## src/rtl/tt_um_minhho05_alu_driver_if.sv

```systemverilog
// Tiny Tapeout pin bundle for the ALU driver tile.
// master is the tile side; slave is the board/bench side.
interface tt_um_minhho05_alu_driver_if;
  logic       ena;
  logic [7:0] ui_in;
  logic [7:0] uo_out;
  logic [7:0] uio_in;
  logic [7:0] uio_out;
  logic [7:0] uio_oe;

  modport master (
    input  ena, ui_in, uio_in,
    output uo_out, uio_out, uio_oe
  );

  modport slave (
    output ena, ui_in, uio_in,
    input  uo_out, uio_out, uio_oe
  );
endinterface

```

## src/rtl/tt_um_minhho05_alu_driver.sv

```systemverilog
// Buffers ALU commands loaded over the TT pins, issues them to an external registered ALU
// one at a time, and accumulates an 8-bit checksum of the returned results.
module tt_um_minhho05_alu_driver #(
  parameter int unsigned DEPTH   = 4,
  parameter int unsigned LATENCY = 2
) (
  input logic                               clk,
  input logic                               rst_n,
  tt_um_minhho05_alu_driver_if.master       bus
);

  localparam int unsigned AW = (DEPTH > 1) ? $clog2(DEPTH) : 1;
  localparam int unsigned CW = (LATENCY > 1) ? $clog2(LATENCY) : 1;

  localparam logic [1:0] StIdle  = 2'd0;
  localparam logic [1:0] StIssue = 2'd1;
  localparam logic [1:0] StWait  = 2'd2;
  localparam logic [1:0] StDone  = 2'd3;

  logic [1:0]    state_q, state_d;
  logic          wr_s_q, wr_d_q, start_s_q, start_d_q;
  logic          wr_evt, start_evt;
  logic          load_en, latch_en, push, pop;
  logic [7:0]    latch_q;
  logic [10:0]   mem_q [DEPTH];
  logic [AW-1:0] rd_ptr_q, wr_ptr_q;
  logic [AW:0]   count_q, count_d;
  logic [7:0]    sum_q, sum_d;
  logic [CW-1:0] cnt_q, cnt_d;
  logic [7:0]    drv_q, drv_d;
  logic [2:0]    op_q, op_d;
  logic          busy_q, busy_d, done_q, done_d;
  logic          unused_pins;

  assign unused_pins = &{1'b0, bus.ena, bus.uio_in[7:6], bus.uio_in[2:0]};

  // Rising-edge detect on the already-registered strobes.
  assign wr_evt    = wr_s_q & ~wr_d_q;
  assign start_evt = start_s_q & ~start_d_q;

  assign load_en  = wr_evt & ((state_q == StIdle) | (state_q == StDone));
  assign latch_en = load_en & ~bus.uio_in[5];
  assign push     = load_en & bus.uio_in[5] & (count_q != (AW+1)'(DEPTH));
  assign pop      = (state_q == StWait) & (cnt_q == '0);

  always_comb begin
    count_d = count_q;
    if (push) begin
      count_d = count_q + (AW+1)'(1);
    end else if (pop) begin
      count_d = count_q - (AW+1)'(1);
    end
  end

  always_comb begin
    state_d = state_q;
    cnt_d   = cnt_q;
    sum_d   = sum_q;
    unique case (state_q)
      StIdle: begin
        if (start_evt) begin
          if (count_q != '0) begin
            sum_d   = 8'h00;
            state_d = StIssue;
          end else begin
            state_d = StDone;
          end
        end
      end
      StIssue: begin
        cnt_d   = CW'(LATENCY - 1);
        state_d = StWait;
      end
      StWait: begin
        if (cnt_q == '0) begin
          sum_d   = sum_q + bus.ui_in;
          // count_q still includes the entry being popped this cycle
          state_d = (count_q > (AW+1)'(1)) ? StIssue : StDone;
        end else begin
          cnt_d = cnt_q - CW'(1);
        end
      end
      StDone: begin
        if (start_evt | wr_evt) begin
          state_d = StIdle;
        end
      end
      default: state_d = StIdle;
    endcase
  end

  always_comb begin
    drv_d = drv_q;
    op_d  = op_q;
    if (state_q == StIssue) begin
      {drv_d, op_d} = mem_q[rd_ptr_q];
    end
    if (state_d == StIdle) begin
      drv_d = 8'h00;
      op_d  = 3'b000;
    end else if (state_d == StDone) begin
      drv_d = sum_d;
      op_d  = 3'b000;
    end
    busy_d = (state_d == StIssue) | (state_d == StWait);
    done_d = (state_d == StDone);
  end

  always_ff @(posedge clk or negedge rst_n) begin
    if (!rst_n) begin
      state_q   <= StIdle;
      wr_s_q    <= 1'b0;
      wr_d_q    <= 1'b0;
      start_s_q <= 1'b0;
      start_d_q <= 1'b0;
      latch_q   <= 8'h00;
      rd_ptr_q  <= '0;
      wr_ptr_q  <= '0;
      count_q   <= '0;
      sum_q     <= 8'h00;
      cnt_q     <= '0;
      drv_q     <= 8'h00;
      op_q      <= 3'b000;
      busy_q    <= 1'b0;
      done_q    <= 1'b0;
      for (int i = 0; i < DEPTH; i++) begin
        mem_q[i] <= '0;
      end
    end else begin
      state_q   <= state_d;
      wr_s_q    <= bus.uio_in[3];
      wr_d_q    <= wr_s_q;
      start_s_q <= bus.uio_in[4];
      start_d_q <= start_s_q;
      count_q   <= count_d;
      sum_q     <= sum_d;
      cnt_q     <= cnt_d;
      drv_q     <= drv_d;
      op_q      <= op_d;
      busy_q    <= busy_d;
      done_q    <= done_d;
      if (latch_en) begin
        latch_q <= bus.ui_in;
      end
      if (push) begin
        mem_q[wr_ptr_q] <= {latch_q, bus.ui_in[2:0]};
        wr_ptr_q        <= wr_ptr_q + AW'(1);
      end
      if (pop) begin
        rd_ptr_q <= rd_ptr_q + AW'(1);
      end
    end
  end

  assign bus.uo_out  = drv_q;
  assign bus.uio_out = {done_q, busy_q, 3'b000, op_q};
  assign bus.uio_oe  = 8'b1100_0111;

endmodule

```

## src/flat_wrapper.sv

```systemverilog
// flat-port wrapper written by rule: the top's interface ports become plain ports
module tt_um_minhho05_alu_driver_flat 
#(
  parameter int unsigned DEPTH   = 4,
  parameter int unsigned LATENCY = 2
)
  (clk, rst_n, bus_ena, bus_ui_in, bus_uio_in, bus_uo_out, bus_uio_out, bus_uio_oe);
  tt_um_minhho05_alu_driver_if bus_i ();
  input logic clk;
  input logic rst_n;
  input wire logic [$bits(bus_i.ena)-1:0] bus_ena;
  input wire logic [$bits(bus_i.ui_in)-1:0] bus_ui_in;
  input wire logic [$bits(bus_i.uio_in)-1:0] bus_uio_in;
  output wire logic [$bits(bus_i.uo_out)-1:0] bus_uo_out;
  output wire logic [$bits(bus_i.uio_out)-1:0] bus_uio_out;
  output wire logic [$bits(bus_i.uio_oe)-1:0] bus_uio_oe;
  assign bus_i.ena = bus_ena;
  assign bus_i.ui_in = bus_ui_in;
  assign bus_i.uio_in = bus_uio_in;
  assign bus_uo_out = bus_i.uo_out;
  assign bus_uio_out = bus_i.uio_out;
  assign bus_uio_oe = bus_i.uio_oe;
  tt_um_minhho05_alu_driver #(.DEPTH(DEPTH), .LATENCY(LATENCY)) u_core (.clk(clk), .rst_n(rst_n), .bus(bus_i));
endmodule
```

## config.mk

```make
export PLATFORM = sky130hd
export DESIGN_NAME = tt_um_minhho05_alu_driver_flat
export DESIGN_NICKNAME = d
export VERILOG_FILES = /design/src/rtl/tt_um_minhho05_alu_driver_if.sv /design/src/rtl/tt_um_minhho05_alu_driver.sv /design/src/flat_wrapper.sv
export SDC_FILE = /design/constraint.sdc
export NUM_CORES = 1
export LEC_CHECK = 0
export CORE_MARGIN = 2
export CORE_UTILIZATION = 50
export CTS_CLUSTER_DIAMETER = 50
export DETAILED_ROUTE_END_ITERATION = 8
export PLACE_DENSITY = 0.82
export SLEW_MARGIN = 20
export SYNTH_ARGS = -nofsm -noshare
export SYNTH_HDL_FRONTEND = slang
export SYNTH_SLANG_ARGS = --single-unit
```

## constraint.sdc

```tcl
create_clock -name clk -period 3.7 [get_ports clk]
set_input_delay 0.74 -clock clk [delete_from_list [all_inputs] [get_ports clk]]
set_output_delay 0.74 -clock clk [all_outputs]
set_load 0.05 [all_outputs]
```

==> flow_metrics.env, run 1 <==
export IMPL_status="complete, no violations"
export IMPL_drv_slew=0
export IMPL_holdBufCountCts=0
export IMPL_fin_nets=401
export IMPL_n_fill_cell=685
export IMPL_dr_pass1_iters=4
export IMPL_syn_inst=334
export IMPL_n_antenna_cell=0
export IMPL_die_h_um=97.23
export IMPL_fin_crit_ns=2.648
export IMPL_die_area_sq_um=9453
export IMPL_slowest_stage="clkdlybuf4s50_1"
export IMPL_ioPinCount=43
export IMPL_crit_fanout=6
export IMPL_min_delay_start="u_core.start_s_q$_DFF_PN0_"
export IMPL_gp_congestion=0.8627
export IMPL_cts_root_buf="clkbuf_8"
export IMPL_cts_resized=0
export IMPL_grt_pass1_vias=2710
export IMPL_timing_critical_path_max_delay_family="simple AND/OR/NAND/NOR gates"
export IMPL_clock_sinks=87
export IMPL_worstPathArrival_ns=2.93
export IMPL_ant_nets=0
export IMPL_stdcell_count=473
export IMPL_ys_flop_type="dfrtp_1"
export IMPL_start_util_pct=50.57
export IMPL_skew_ns=0.01162
export IMPL_fin_crit_sh_pct=71.57
export IMPL_ys_top_cells_by_area="dfrtp_1 50%, mux2_1 11%, ha_1 6.0%"
export IMPL_drt_iter0_drc=153
export IMPL_grt_pass1_wl_um=14110
export IMPL_seq_area_frac_synth_pct=50.10
export IMPL_cp_slowest_stage_delay_ns=0.53
export IMPL_vdd_ir_drop_worst_mv=0.3219
export IMPL_drc=0
export IMPL_holdPathStages=0
export IMPL_grt_max_degree=88
export IMPL_io_buffers=25
export IMPL_cts_buffer_depth=2
export IMPL_yosysUniqueCellTypes=50
export IMPL_clk_latency_ns=0.37
export IMPL_start_kind="input pin"
export IMPL_postCtsSetupRepairBufs=0
export IMPL_r2r_start="u_core.state_q[0]$_DFF_PN0_"
export IMPL_worstMarginPinSlew_ns=0.9055
export IMPL_tritoncts="yes"
export IMPL_synth_top_cell_area_share_pct=50.10
export IMPL_syn_cell_area_sq_um=4345
export IMPL_rows=34
export IMPL_rsz0062_at_grt="no"
export IMPL_holdPathEnd="u_core.start_d_q$_DFF_PN0_"
export IMPL_hold_class="register to register"
export IMPL_antenna_found_initial=0
export IMPL_leakagePower_uw=0.002227
export IMPL_synth_edf_count=0
export IMPL_yosys_area_top_type="dfrtp_1"
export IMPL_wl_per_cell_um=18.06
export IMPL_placedCellCount=457
export IMPL_rr_worst_depth=10
export IMPL_syn2layout_area_growth_pct=12.32
export IMPL_crit_chain="clkdlybuf4s50_1 -> ha_1 -> o211ai_2 -> o21ai_2 -> and4_4 -> or4_4 -> a311oi_2"
export IMPL_cts_clk_slew_worst_paths_ns=0.10
export IMPL_vias_per_cell=5.641
export IMPL_synth_most_common_cell="dfrtp_1"
export IMPL_r2r_setup_slack_ns=1.08
export IMPL_gr_usage_all_layers_pct=19.18
export IMPL_wl_um=8544
export IMPL_crit_required_ns=3.98
export IMPL_max_cap_viol_count=0
export IMPL_hold_viol_final=0
export IMPL_cts_htree_levels=3
export IMPL_numCtsBuffers=9
export IMPL_synthArstFlopShare_pct=100.0
export IMPL_layout_drive_gt1_share_pct=15.89
export IMPL_finalSetupViolations=0
export IMPL_overflow=0
export IMPL_coreArea_sq_um=8593
export IMPL_power_per_cell_area_nw_per_um2=829.1
export IMPL_dpl_hpwl_um=5762
export IMPL_yosys_warnings=0
export IMPL_relSlewSlack_pct=39.63
export IMPL_die_x_um=97.23
export IMPL_crit_buf_inv=1
export IMPL_ys_top_cells_by_count="87 x dfrtp_1, 41 x mux2_1, 21 x ha_1"
export IMPL_max_freq_mhz=377.6
export IMPL_cp_end_kind="register"
export IMPL_avgSynthCellArea_sq_um=13.01
export IMPL_reg2reg_to="u_core.bus.uo_out[5]$_DFFE_PN0P_"
export IMPL_vias=2668
export IMPL_yosys_register_bits=87
export IMPL_tns_ns=0
export IMPL_worst_setup_path_type="input pin to register"
==> worst register-to-register path, stage by stage, from the launching register on <==
cell and delay [ns]:
dfrtp_1 0.43, inv_1 0.09, ha_1 0.34, nand2b_1 0.37
nor2_1 0.08, a21oi_1 0.17, nand2_1 0.09, o21ai_0 0.19
ha_1 0.54, a21oi_1 0.08, o21a_1 0.13
==> sequential cells by signal, summed over array words and instances, names as in the netlist <==
signal / cells
u_core.state_q: 2
u_core.op_q: 3
u_core.latch_q: 8
u_core.wr_s_q: 1
u_core.bus.uo_out: 8
u_core.wr_ptr_q: 2
u_core.cnt_q: 1
u_core.start_s_q: 1
u_core.wr_d_q: 1
u_core.busy_q: 1
u_core.mem_q: 44
u_core.start_d_q: 1
u_core.count_q: 3
u_core.sum_q: 8
u_core.rd_ptr_q: 2
u_core.done_q: 1
==> per-stage QoR <==
| step | instance area (sq um) | worst slack, ns | utilization (%) | total power, uW | hold slack (ns) |
|---|---|---|---|---|---|
| finish | 4881 | 1.052 | 56.80 | 4047 | 0.3798 |
| CTS | 4877 | 1.072 | 56.76 | 4063 | 0.3851 |
| detailed placement | 4651 | 0.6925 | 54.12 | 3302 | 0.3646 |
| floorplan | 4379 | 1.323 | - | 2867 | 0.3465 |
| global route | 4881 | 0.8736 | 56.80 | 4300 | 0.3933 |
| global placement | 4651 | 0.7208 | 54.12 | 3209 | 0.3645 |
==> area by class of cell <==
class | instances | area (sq um) | share of cell area, %
clock buffers | 9 | 123.9 | 2.538
clock inverters | 7 | 102.6 | 2.102
inverters | 9 | 33.78 | 0.6921
multi-input cells | 220 | 1997 | 40.91
flip-flops and latches | 87 | 2177 | 44.60
well taps | 108 | 135.1 | 2.769
repair buffers | 33 | 311.5 | 6.383
==> cell usage in the layout, fill, tap and decap left out, types with 2 or more instances in the layout <==
master and n:
clkdlybuf4s50_1 24, a22oi_1 2, nand2b_1 4, dfrtp_1 87, inv_1 8, conb_1 11, ha_1 21, nor3_1 4
o31ai_1 3, o21a_1 4, a311oi_1 2, nor2_1 9, o21ai_0 10, inv_6 3, a21o_1 3, a211oi_1 3
xnor2_1 6, bufinv_16 2, xor2_1 2, clkbuf_8 9, mux2_2 13, mux4_2 11, buf_4 8, a22o_1 3
mux2_1 41, mux2i_1 9, nand2_1 17, a21oi_1 14, nor2b_1 8
==> power by group <==
part           leakage [uW]  switching [uW]  total (uW)  internal, uW
clock              0.000111             367         756           388
combinational       0.00101             861        1630           773
sequential          0.00111             326        1660          1330
total               0.00223            1550        4050          2490
==> per-layer routing <==
layer	track usage, %	up-vias	part of all wire [%]	routed length, um
met3	3.094	21	4.0	344
met2	30.02	70	47	4043
met4	8.333	0	2.3	200
met1	26.77	1345	46	3956
li1	-	1232	-	-
met5	0	-	0	0
==> how the worst max path moves through the flow <==
stage	from	depth (start not counted)	slack (ns)	endpoint
global route	u_core.state_q[0]$_DFF_PN0_	10	0.87	u_core.bus.uo_out[5]$_DFFE_PN0P_
global placement	bus_ui_in[2]	7	0.72	u_core.bus.uo_out[7]$_DFFE_PN0P_
floorplan	u_core.state_q[1]$_DFF_PN0_	11	1.32	u_core.bus.uo_out[7]$_DFFE_PN0P_
finish	bus_ui_in[2]	7	1.05	u_core.bus.uo_out[7]$_DFFE_PN0P_
detailed placement	bus_ui_in[2]	7	0.69	u_core.bus.uo_out[7]$_DFFE_PN0P_
CTS	bus_ui_in[2]	7	1.07	u_core.bus.uo_out[7]$_DFFE_PN0P_
==> cell families (layout without fill, tap and decap cells) <==
family | Yosys count | in the layout | synth area share [%]
flops | 87 | 87 | 50.10
mux | 74 | 74 | 21.77
xor+xnor | 8 | 8 | 1.613
simple gates | 51 | 51 | 6.162
buf+inv | 36 | 58 | 4.722
other cells | 2 | 11 | 0.1728
fa+ha+maj | 22 | 22 | 6.507
compound gates | 54 | 54 | 8.955
Note: power is estimated with default switching activity, not from simulation.
==> inputs of run 2 (changes only) <==
Clock period 3.7 ns to 2.5 ns, I/O delays scaled along.
==> run 2 against run 1 <==
  * Sequential share of layout area is 1.1 points lower
  * Critical path type unchanged
  * Non-clock buffer count is 16 higher
  * Critical path depth stayed put
  * Clock power is 43% higher
  * Combinational power is 61% higher
  * Routed wire length is 2.3% higher
  * Global-route usage is 0.81 points higher
  * Utilization is 1.5 points higher
  * Total power is 51% higher
  * Setup slack worse by 0.88 ns
  * Design area is 2.6% higher
  * Sequential power is 45% higher
==> flow_metrics.env, run 2 (same netlist as run 1, synthesis figures left out) <==
export IMPL_status="complete, no violations"
export IMPL_max_freq_mhz=429.1
export IMPL_die_area_sq_um=9453
export IMPL_vdd_ir_drop_worst_mv=0.6064
export IMPL_syn2layout_area_growth_pct=15.26
export IMPL_cts_clk_slew_worst_paths_ns=0.09
export IMPL_max_cap_viol_count=0
export IMPL_n_antenna_cell=0
export IMPL_tritoncts="yes"
export IMPL_fin_crit_sh_pct=93.22
export IMPL_netSwitchingPower_uw=2273
export IMPL_start_kind="input pin"
export IMPL_rr_worst_depth=10
export IMPL_largest_register_ffs=44
export IMPL_clock_sinks=87
export IMPL_hold_class="input pin to async pin"
export IMPL_holdBufCountCts=0
export IMPL_cts_root_buf="clkbuf_8"
export IMPL_intPower_uw=3826
export IMPL_finalSetupViolations=0
export IMPL_gp_congestion=0.8416
export IMPL_regMostFlops="u_core.mem_q"
export IMPL_cts_buffer_depth=2
export IMPL_hold_slack_ns=0.1134
export IMPL_die_h_um=97.23
export IMPL_postCtsSetupRepairBufs=0
export IMPL_drv_slew=0
export IMPL_final_cell_mix="87 x dfrtp_1, 41 x mux2_1, 24 x clkdlybuf4s50_1, 24 x buf_4, 20 x ha_1"
export IMPL_rows=34
export IMPL_crit_fanout=2
export IMPL_drc=0
export IMPL_grt_pass1_wl_um=14740
export IMPL_coreArea_sq_um=8593
export IMPL_crit_chain="clkdlybuf4s50_1 -> ha_1 -> a211oi_2 -> o21ai_2 -> and4_4 -> or4_4 -> a311oi_2"
export IMPL_fin_nets=417
export IMPL_die_x_um=97.23
export IMPL_vias=2777
export IMPL_cp_end_kind="register"
export IMPL_dr_pass1_iters=4
export IMPL_gr_usage_all_layers_pct=19.99
export IMPL_io_buffers=25
export IMPL_cp_slowest_stage_delay_ns=0.48
export IMPL_top_usage_layer="met2"
export IMPL_cp_depth=7
export IMPL_grt_max_degree=50
export IMPL_crit_buf_inv=1
export IMPL_crit_required_ns=2.76
export IMPL_rsz0062_at_grt="no"
export IMPL_numCtsBuffers=9
export IMPL_hold_viol_final=0
export IMPL_p_seq_share_pct=39.3
export IMPL_cts_htree_levels=3
export IMPL_placedCellCount=473
export IMPL_pwr_share_comb_pct=43.0
export IMPL_netSwitchingFraction_pct=37.27
export IMPL_stdcell_count=489
export IMPL_final_common_cell="dfrtp_1"
export IMPL_drt_iter0_drc=145
export IMPL_fin_crit_ns=2.330
export IMPL_ant_nets=0
export IMPL_start_util_pct=50.57
export IMPL_finalPower_uw=6099
export IMPL_worstMarginPinSlew_ns=0.6963
export IMPL_wl_um=8741
export IMPL_slowest_stage="clkdlybuf4s50_1"
export IMPL_skew_ns=0.009106
export IMPL_relSlewSlack_pct=53.58
export IMPL_use_met2_pct=32.59
export IMPL_dpl_hpwl_um=6066
export IMPL_pwr_share_clk_pct=17.7
export IMPL_met3_usage_pct=4.748
export IMPL_worst_setup_path_type="input pin to register"
export IMPL_vias_per_cell=5.679
export IMPL_leakagePower_uw=0.002305
export IMPL_n_fill_cell=686
export IMPL_grt_pass1_vias=2903
export IMPL_overflow=0
export IMPL_timing_critical_path_max_delay_family="simple AND/OR/NAND/NOR gates"
export IMPL_wl_per_cell_um=17.88
export IMPL_power_per_cell_area_nw_per_um2=1218
export IMPL_layout_drive_gt1_share_pct=19.42
export IMPL_use_met1_pct=26.32
export IMPL_worstPathArrival_ns=2.59
export IMPL_ioPinCount=43
export IMPL_antenna_found_initial=0
export IMPL_clk_latency_ns=0.35
run 2: layout make-up:
cell class,count,area [sq um],area share (%)
clock buffers,11,141.4,2.823
clock inverters,5,81.33,1.624
inverters,9,33.78,0.6745
multi-input cells,220,1999,39.92
flip-flops and latches,87,2177,43.47
well taps,108,135.1,2.698
repair buffers,49,440.4,8.793
run 2: what timing repair did:
| action | 4_1_cts | 5_1_grt |
|---|---|---|
| setup endpoints to repair | 0 | 2 |
| gates resized for setup | 0 | 1 |
| endpoints found under the hold margin | 0 | 0 |
run 2: final timing paths:
check                                       startpoint                                to  slack (ns)
hold / removal                                   rst_n           u_core.wr_s_q$_DFF_PN0_        0.11
max in group asynchronous                        rst_n      u_core.mem_q[30]$_DFFE_PN0P_        1.77
hold reg to reg                u_core.wr_s_q$_DFF_PN0_           u_core.wr_d_q$_DFF_PN0_        0.38
setup reg to reg           u_core.state_q[0]$_DFF_PN0_  u_core.bus.uo_out[7]$_DFFE_PN0P_        0.22
setup / recovery                          bus_ui_in[1]  u_core.bus.uo_out[7]$_DFFE_PN0P_        0.17
min in group clk               u_core.wr_s_q$_DFF_PN0_           u_core.wr_d_q$_DFF_PN0_        0.38
run 2: layer usage:
layer	wire length, um	share of wire (%)
met5	0	0
met4	196	2.2
met3	465	5.3
met2	4269	49
met1	3810	44
run 2: power groups by stage:
| stage | clock network [uW] | logic, uW | registers [uW] |
|---|---|---|---|
| final | 1080 | 2620 | 2400 |
| after CTS | 1110 | 2620 | 2400 |
| after global placement | 0 | 2510 | 2370 |
| after detailed placement | 0 | 2600 | 2420 |
| after global routing | 1160 | 2890 | 2480 |
| after floorplan | 0 | 1860 | 2390 |
run 2: through the flow:
step | cell area (sq um) | TNS (ns) | worst slack [ns] | util [%]
global route | 5009 | 0 | 0.03962 | 58.28
global placement | 4783 | -0.3245 | -0.1754 | 55.66
CTS | 5006 | 0 | 0.1822 | 58.26
finish | 5009 | 0 | 0.1695 | 58.28
detailed placement | 4783 | -0.4230 | -0.1714 | 55.66
floorplan | 4379 | 0 | 0.1225 | -
run 2: worst reg2reg max path: cells and delay by family (launching register included):
family | cells | cell delay, ns
buffers and inverters | 2 | 0.30
DFF | 1 | 0.42
and+or+nand+nor | 2 | 0.30
adders and majority gates | 2 | 0.47
AOI/OAI and AO/OA | 4 | 0.71
==> inputs of run 3 (changes only) <==
Settings changed: CTS_BUF_LIST set to sky130_fd_sc_hd__clkbuf_2 sky130_fd_sc_hd__clkbuf_4 sky130_fd_sc_hd__clkbuf_8.
==> run 3 against run 2 <==
  * First-iteration DRC count stayed put
  * Maximum frequency barely moved
  * Die area unchanged
  * Register-to-register slack about the same
  * Global-route usage unchanged
  * Clock skew unchanged
  * Flip-flop and latch count unchanged
  * Critical path type unchanged
  * Critical endpoint unchanged
==> flow_metrics.env, run 3 (same netlist as run 1, synthesis figures left out) <==
export IMPL_status="complete, no violations"
export IMPL_cts_buffer_depth=2
export IMPL_die_x_um=97.23
export IMPL_fin_nets=417
export IMPL_rows=34
export IMPL_max_freq_mhz=429.2
export IMPL_vias=2777
export IMPL_worst_setup_path_type="input pin to register"
export IMPL_tritoncts="yes"
export IMPL_tns_ns=0
export IMPL_dr_pass1_iters=4
export IMPL_rsz0062_at_grt="no"
export IMPL_fin_crit_sh_pct=93.21
export IMPL_hold_class="input pin to async pin"
export IMPL_grt_max_degree=50
export IMPL_rr_worst_depth=10
export IMPL_regMostFlops="u_core.mem_q"
export IMPL_relSlewSlack_pct=53.58
export IMPL_ant_nets=0
export IMPL_antenna_found_initial=0
export IMPL_final_cell_mix="87 x dfrtp_1, 41 x mux2_1, 24 x clkdlybuf4s50_1, 24 x buf_4, 20 x ha_1"
export IMPL_overflow=0
export IMPL_wl_um=8743
export IMPL_drc=0
export IMPL_cts_root_buf="clkbuf_8"
export IMPL_leakagePower_uw=0.002309
export IMPL_start_kind="input pin"
export IMPL_p_seq_share_pct=39.2
export IMPL_n_antenna_cell=0
export IMPL_crit_required_ns=2.76
export IMPL_largest_register_ffs=44
export IMPL_pwr_share_comb_pct=42.9
export IMPL_start_util_pct=50.57
export IMPL_netSwitchingFraction_pct=37.21
export IMPL_gr_usage_all_layers_pct=19.99
export IMPL_netSwitchingPower_uw=2274
export IMPL_gp_congestion=0.8416
export IMPL_crit_fanout=2
export IMPL_die_h_um=97.23
export IMPL_ioPinCount=43
export IMPL_wl_per_cell_um=17.88
export IMPL_r2r_setup_slack_ns=0.22
export IMPL_cts_htree_levels=3
export IMPL_power_per_cell_area_nw_per_um2=1219
export IMPL_vias_per_cell=5.679
export IMPL_worstPathArrival_ns=2.59
export IMPL_vdd_ir_drop_worst_mv=0.6064
export IMPL_cp_end_kind="register"
export IMPL_numCtsBuffers=9
export IMPL_coreArea_sq_um=8593
export IMPL_finalPower_uw=6110
export IMPL_drt_iter0_drc=145
export IMPL_clock_sinks=87
export IMPL_layout_drive_gt1_share_pct=19.69
export IMPL_die_area_sq_um=9453
export IMPL_worstMarginPinSlew_ns=0.6963
export IMPL_pwr_share_clk_pct=17.9
export IMPL_syn2layout_area_growth_pct=15.35
export IMPL_dpl_hpwl_um=6066
export IMPL_grt_pass1_wl_um=14740
export IMPL_max_cap_viol_count=0
export IMPL_final_common_cell="dfrtp_1"
export IMPL_fin_crit_ns=2.330
export IMPL_skew_ns=0.009106
export IMPL_clk_latency_ns=0.35
export IMPL_hold_viol_final=0
export IMPL_r2r_start="u_core.state_q[0]$_DFF_PN0_"
export IMPL_drv_slew=0
export IMPL_grt_pass1_vias=2903
export IMPL_holdBufCountCts=0
export IMPL_reg2reg_to="u_core.bus.uo_out[7]$_DFFE_PN0P_"
export IMPL_cts_clk_slew_worst_paths_ns=0.09
export IMPL_finalSetupViolations=0
export IMPL_intPower_uw=3836
export IMPL_io_buffers=25
==> run 3: how the worst max path moves through the flow <==
stage	cells after the start	from	slack [ns]	endpoint
after floorplan	11	u_core.state_q[1]$_DFF_PN0_	0.12	u_core.bus.uo_out[7]$_DFFE_PN0P_
after global placement	7	bus_ui_in[1]	-0.18	u_core.bus.uo_out[7]$_DFFE_PN0P_
after detailed placement	7	bus_ui_in[1]	-0.17	u_core.bus.uo_out[7]$_DFFE_PN0P_
after CTS	10	u_core.state_q[0]$_DFF_PN0_	0.18	u_core.bus.uo_out[7]$_DFFE_PN0P_
after global routing	8	bus_ui_in[1]	0.04	u_core.bus.uo_out[4]$_DFFE_PN0P_
final	7	bus_ui_in[1]	0.17	u_core.bus.uo_out[7]$_DFFE_PN0P_
==> run 3: timing repair <==
item | 4_1_cts | 5_1_grt
buffers inserted | 0 | 0
gates resized for setup | 0 | 1
endpoints found under the setup margin | 0 | 2
==> run 3: layer usage <==
layer  global-route usage, %  share of wire, %  up-vias
met5                       0                 0        -
met4                   7.265               2.2        0
met3                   4.748               5.3       15
met2                   32.59                49       73
met1                   26.32                44     1428
li1                        -                 -     1261
==> run 3: area by class of cell <==
| type | instances | area, sq um |
|---|---|---|
| clock buffers | 11 | 145.1 |
| clock inverters | 5 | 81.33 |
| fillers | 686 | 3581 |
| inverters | 9 | 33.78 |
| multi-input cells | 220 | 1999 |
| flip-flops and latches | 87 | 2177 |
| well taps | 108 | 135.1 |
| repair buffers | 49 | 440.4 |
==> run 3: through the flow <==
step                instance area, sq um  utilization (%)  hold slack, ns  worst slack [ns]  instances
finish                              5012            58.33          0.1134            0.1698        489
global placement                    4783            55.66          0.3645           -0.1754        473
global route                        5012            58.33          0.1402           0.03962        489
CTS                                 5010            58.30          0.1209            0.1827        489
floorplan                           4379                -          0.2044            0.1225        343
detailed placement                  4783            55.66          0.3661           -0.1714        473
==> run 3: worst max-delay path, cell delays in order <==
cell	delay (ns)
clkdlybuf4s50_1	0.48
ha_1	0.36
a211oi_2	0.26
o21ai_2	0.08
and4_4	0.19
or4_4	0.48
a311oi_2	0.24
==> run 3: power groups by stage <==
| stage | registers, uW | clock network [uW] | logic [uW] |
|---|---|---|---|
| after floorplan | 2390 | 0 | 1860 |
| after global placement | 2370 | 0 | 2510 |
| after detailed placement | 2420 | 0 | 2600 |
| after CTS | 2400 | 1120 | 2620 |
| after global routing | 2480 | 1170 | 2890 |
| final | 2400 | 1090 | 2620 |
